File: config.mk
export PLATFORM = sky130hd
export DESIGN_NAME = flex_sample_counter
export DESIGN_NICKNAME = d
export VERILOG_FILES = /design/src/rtl/flex_sample_counter.sv
export SDC_FILE = /design/constraint.sdc
export NUM_CORES = 1
export LEC_CHECK = 0
export ABC_AREA = 1
export BUFFER_PORTS_ARGS = -buffer_cell sky130_fd_sc_hd__buf_2
export CAP_MARGIN = 10
export CORE_ASPECT_RATIO = 1.25
export CORE_MARGIN = 8
export CORE_UTILIZATION = 56
export DETAILED_ROUTE_END_ITERATION = 10
export GPL_ROUTABILITY_DRIVEN = 0
export PLACE_DENSITY = 0.9
export SLEW_MARGIN = 15
export SYNTH_ARGS = -nofsm -noshare
export SYNTH_HDL_FRONTEND = slang
export SYNTH_SLANG_ARGS = --single-unit
File: constraint.sdc
create_clock -name clk -period 2.46 [get_ports clk]
set_input_delay 0.123 -clock clk [delete_from_list [all_inputs] [get_ports clk]]
set_output_delay 0.123 -clock clk [all_outputs]
set_load 0.1 [all_outputs]
File: src/rtl/flex_sample_counter.sv
// Block-oriented sample counter: counts samples up to a programmable terminal value,
// then wraps or halts, and tracks completed blocks and one-shot overruns.
module flex_sample_counter #(
    parameter int unsigned NUM_BITS = 10,
    parameter int unsigned BLK_BITS = 8
) (
    input  logic                clk,
    input  logic                n_reset,
    input  logic                cnt_up,
    input  logic                clear,
    input  logic                one_shot,
    input  logic [NUM_BITS-1:0] rollover_val,
    output logic [NUM_BITS-1:0] count_out,
    output logic                rollover_flag,
    output logic                block_done,
    output logic [BLK_BITS-1:0] block_count,
    output logic                overrun
);

    logic [NUM_BITS-1:0] r_count;
    logic                r_flag;
    logic                r_done;
    logic [BLK_BITS-1:0] r_blk;
    logic                r_ovr;

    logic [NUM_BITS-1:0] w_count_next;
    logic                w_flag_next;
    logic                w_done_next;
    logic [BLK_BITS-1:0] w_blk_next;
    logic                w_ovr_next;
    logic                w_rv_zero;

    assign w_rv_zero = (rollover_val == '0);

    // Next-state: clear beats cnt_up; a zero terminal value freezes counting
    always_comb begin
        w_count_next = r_count;
        w_done_next  = 1'b0;
        w_blk_next   = r_blk;
        w_ovr_next   = r_ovr;
        if (clear) begin
            w_count_next = '0;
            w_blk_next   = '0;
            w_ovr_next   = 1'b0;
        end else if (cnt_up && !w_rv_zero) begin
            if (r_count < rollover_val) begin
                w_count_next = r_count + NUM_BITS'(1);
                w_done_next  = (w_count_next == rollover_val);
            end else if (!one_shot) begin
                w_count_next = NUM_BITS'(1);
                w_done_next  = (w_count_next == rollover_val);
            end else begin
                w_ovr_next = 1'b1;
            end
            if (w_done_next) begin
                w_blk_next = r_blk + BLK_BITS'(1);
            end
        end
        w_flag_next = (w_count_next == rollover_val) && !w_rv_zero;
    end

    always_ff @(posedge clk or negedge n_reset) begin
        if (!n_reset) begin
            r_count <= '0;
            r_flag  <= 1'b0;
            r_done  <= 1'b0;
            r_blk   <= '0;
            r_ovr   <= 1'b0;
        end else begin
            r_count <= w_count_next;
            r_flag  <= w_flag_next;
            r_done  <= w_done_next;
            r_blk   <= w_blk_next;
            r_ovr   <= w_ovr_next;
        end
    end

    assign count_out     = r_count;
    assign rollover_flag = r_flag;
    assign block_done    = r_done;
    assign block_count   = r_blk;
    assign overrun       = r_ovr;

endmodule

==> flow_summary.toml <==
[sta]
slew_headroom = 0.665
hold_violations = 0
fin_tns_setup_ns = 0
setup_viol = 0
fmax_mhz = 436
min_period_ns = 2.29
period_share = 0.932
tightest_slew_ns = 0.502
maxSlewViolCount = 0
clock_skew_ns = 0.0117
holdWs_ns = 0.0995

[power_and_ir_drop]
peakVddDrop_mv = 0.332
leakagePower_nw = 1.41
power.density_mw_per_mm2 = 424

[logic_synthesis]
synth_flop_cell = "dfrtp_1"
ys_warn_count = 0
synth_area_per_cell_um2 = 6.24
synth-seq-cells = 21
seq_area_frac_synth = 0.265
synth_nets = 345
synth_area_mm2 = 0.00198
async_reset_ff_frac = 1.00
synth_cell_types = 27
synth_edf_count = 0
syn_inst = 318

[critical_path]
r2r_slack_ns = 0.17
crit_path_start = "count_out[8]"
r2r_start = "count_out[8]"
cp.required_ns = 2.65
reg2reg_depth = 16
cp-start-kind = "register"
end_kind = "register"
crit_end = "rollover_flag"
crit_type = "register to register"
path_max_fanout = 6
worst_r2r_endpoint = "rollover_flag"
worstPathArrival_ns = 2.48

[run_status]
status = "complete, no violations"

[global_route]
grt_pass1_vias = 1984
grt_max_degree = 27
grt_pass1_wl_um = 8970
track_usage = 0.188
grt_antenna_before_repair = 0
overflow = 0

[drt]
wl_met3_um = 518
dr_wl_met2_um = 2670
wl_met1_um = 2240
wl_per_cell_um = 14.0
routed.top_layer = "met4"
first_iter_violations = 167
drc = 0
wirelength_um = 5570
via_per_inst = 5.55
first_pass_iters = 6
vias = 2207
ant_nets = 0

[floorplanning]
die_y_um = 82.6
start_util = 0.575
rows = 24
coreArea_mm2 = 0.00345
ios = 36
die_width_um = 69.2
die_area_mm2 = 0.00572

[clocking]
cts_tree = "yes"
cts_root_buf = "clkbuf_8"
clock_latency_ns = 0.28
cts_buffers = 3
ctsLongestPathBuffers = 2
clkTransAtPathRegs_ns = 0.09
clkSinkCount = 21
cts-htree-levels = 1

[job]
maxCapViolations = 0

[placement]
place_hpwl_um = 4160
numPortBuffers = 35
place_area_mm2 = 0.00222

[final_layout]
final_cell_mix = "111 x nand2_1, 46 x inv_1, 36 x buf_2"
synthToLayoutAreaGrowth_pct = 17.8
utilization = 0.677
finalNetCount = 387
antennaDiodeCount = 0
layout-drive-gt1-share = 0.217
final_common_cell = "nand2_1"
final_area_mm2 = 0.00234

[min_path]
holdCritPathClass = "primary input to register"
-- power breakdown --
| part | switching, W | internal, W | leakage [nW] |
|---|---|---|---|
| clock network | 0.000134 | 0.000113 | 0.0255 |
| registers | 0.0000205 | 0.000359 | 0.272 |
| logic | 0.000268 | 0.0000967 | 1.12 |
-- final cells by class --
type,count,area (um2)
inverters,51,191
flip-flops and latches,21,538
repair buffers,43,239
well taps,39,48.8
fillers,302,1120
clock buffers,3,41.3
clock inverters,1,5.00
multi-input cells,240,1270
-- flip-flops by register name, summed over array words and instances (netlist names) --
register       count
rollover_flag      1
block_count        8
block_done         1
overrun            1
count_out         10
-- critical path, stage by stage (launching register included) --
cell	delay (ns)
dfrtp_2	0.46
ha_1	0.30
nand2_2	0.07
nor2_4	0.14
nand3_1	0.14
nand2_2	0.12
nor2_4	0.04
buf_2	0.16
nand2_1	0.06
nand2_1	0.04
nand2_1	0.07
nand3_1	0.09
nand2_1	0.10
nand2_1	0.05
nor2_1	0.14
nand3_1	0.09
nor2_1	0.12
-- stage by stage --
step / instances / power (W) / worst slack (ns)
after global placement: 389 / 0.000724 / 0.285
after global routing: 398 / 0.00104 / -0.000130
final: 398 / 0.000992 / 0.167
after floorplan: 318 / 0.000642 / 0.154
after detailed placement: 389 / 0.000731 / 0.167
after CTS: 394 / 0.000977 / 0.134
-- layer usage --
metal | GRT usage | vias to the layer above
met3 | 0.0335 | 22
li1 | - | 1087
met5 | 0 | -
met1 | 0.220 | 979
met4 | 0.0842 | 0
met2 | 0.331 | 119
-- repair_timing --
item,in CTS,in global routing
setup endpoints to repair,0,1
endpoints found under the hold margin,21,0
hold buffers,1,0
setup buffers,0,3
resized for setup,0,9
-- cells by family (layout without fill, tap and decap cells) --
| group | after synthesis | count (layout) | share of synthesized area |
|---|---|---|---|
| simple gates | 202 | 202 | 0.455 |
| flops | 21 | 21 | 0.265 |
| buf+inv | 57 | 98 | 0.109 |
| compound gates | 12 | 12 | 0.0334 |
| fa+ha+maj | 12 | 12 | 0.0757 |
| xor+xnor | 14 | 14 | 0.0618 |
-- worst min-delay path by stage --
| stage | slack, ns | from | to | cells past startpoint |
|---|---|---|---|---|
| after detailed placement | 0.12 | n_reset | count_out[8] | 1 |
| after CTS | 0.1 | clear | block_done | 2 |
| after floorplan | -0.17 | n_reset | block_count[0] | 0 |
| after global routing | 0.11 | clear | block_done | 2 |
| final | 0.1 | clear | block_done | 2 |
| after global placement | 0.12 | n_reset | count_out[7] | 1 |
-- synthesized netlist by cell type, types with 4 or more instances --
master | count | area, um2
inv_2 | 4 | 15.0
ha_1 | 12 | 150
nand2_2 | 6 | 37.5
nand2_1 | 113 | 424
nor2_1 | 27 | 101
inv_1 | 46 | 173
a21oi_1 | 4 | 20.0
clkbuf_1 | 4 | 15.0
dfrtp_1 | 21 | 526
xor2_1 | 13 | 114
nand4_1 | 16 | 100
nand3_1 | 30 | 150
o21ai_0 | 4 | 20.0
Power figures use the tool's default switching activity.
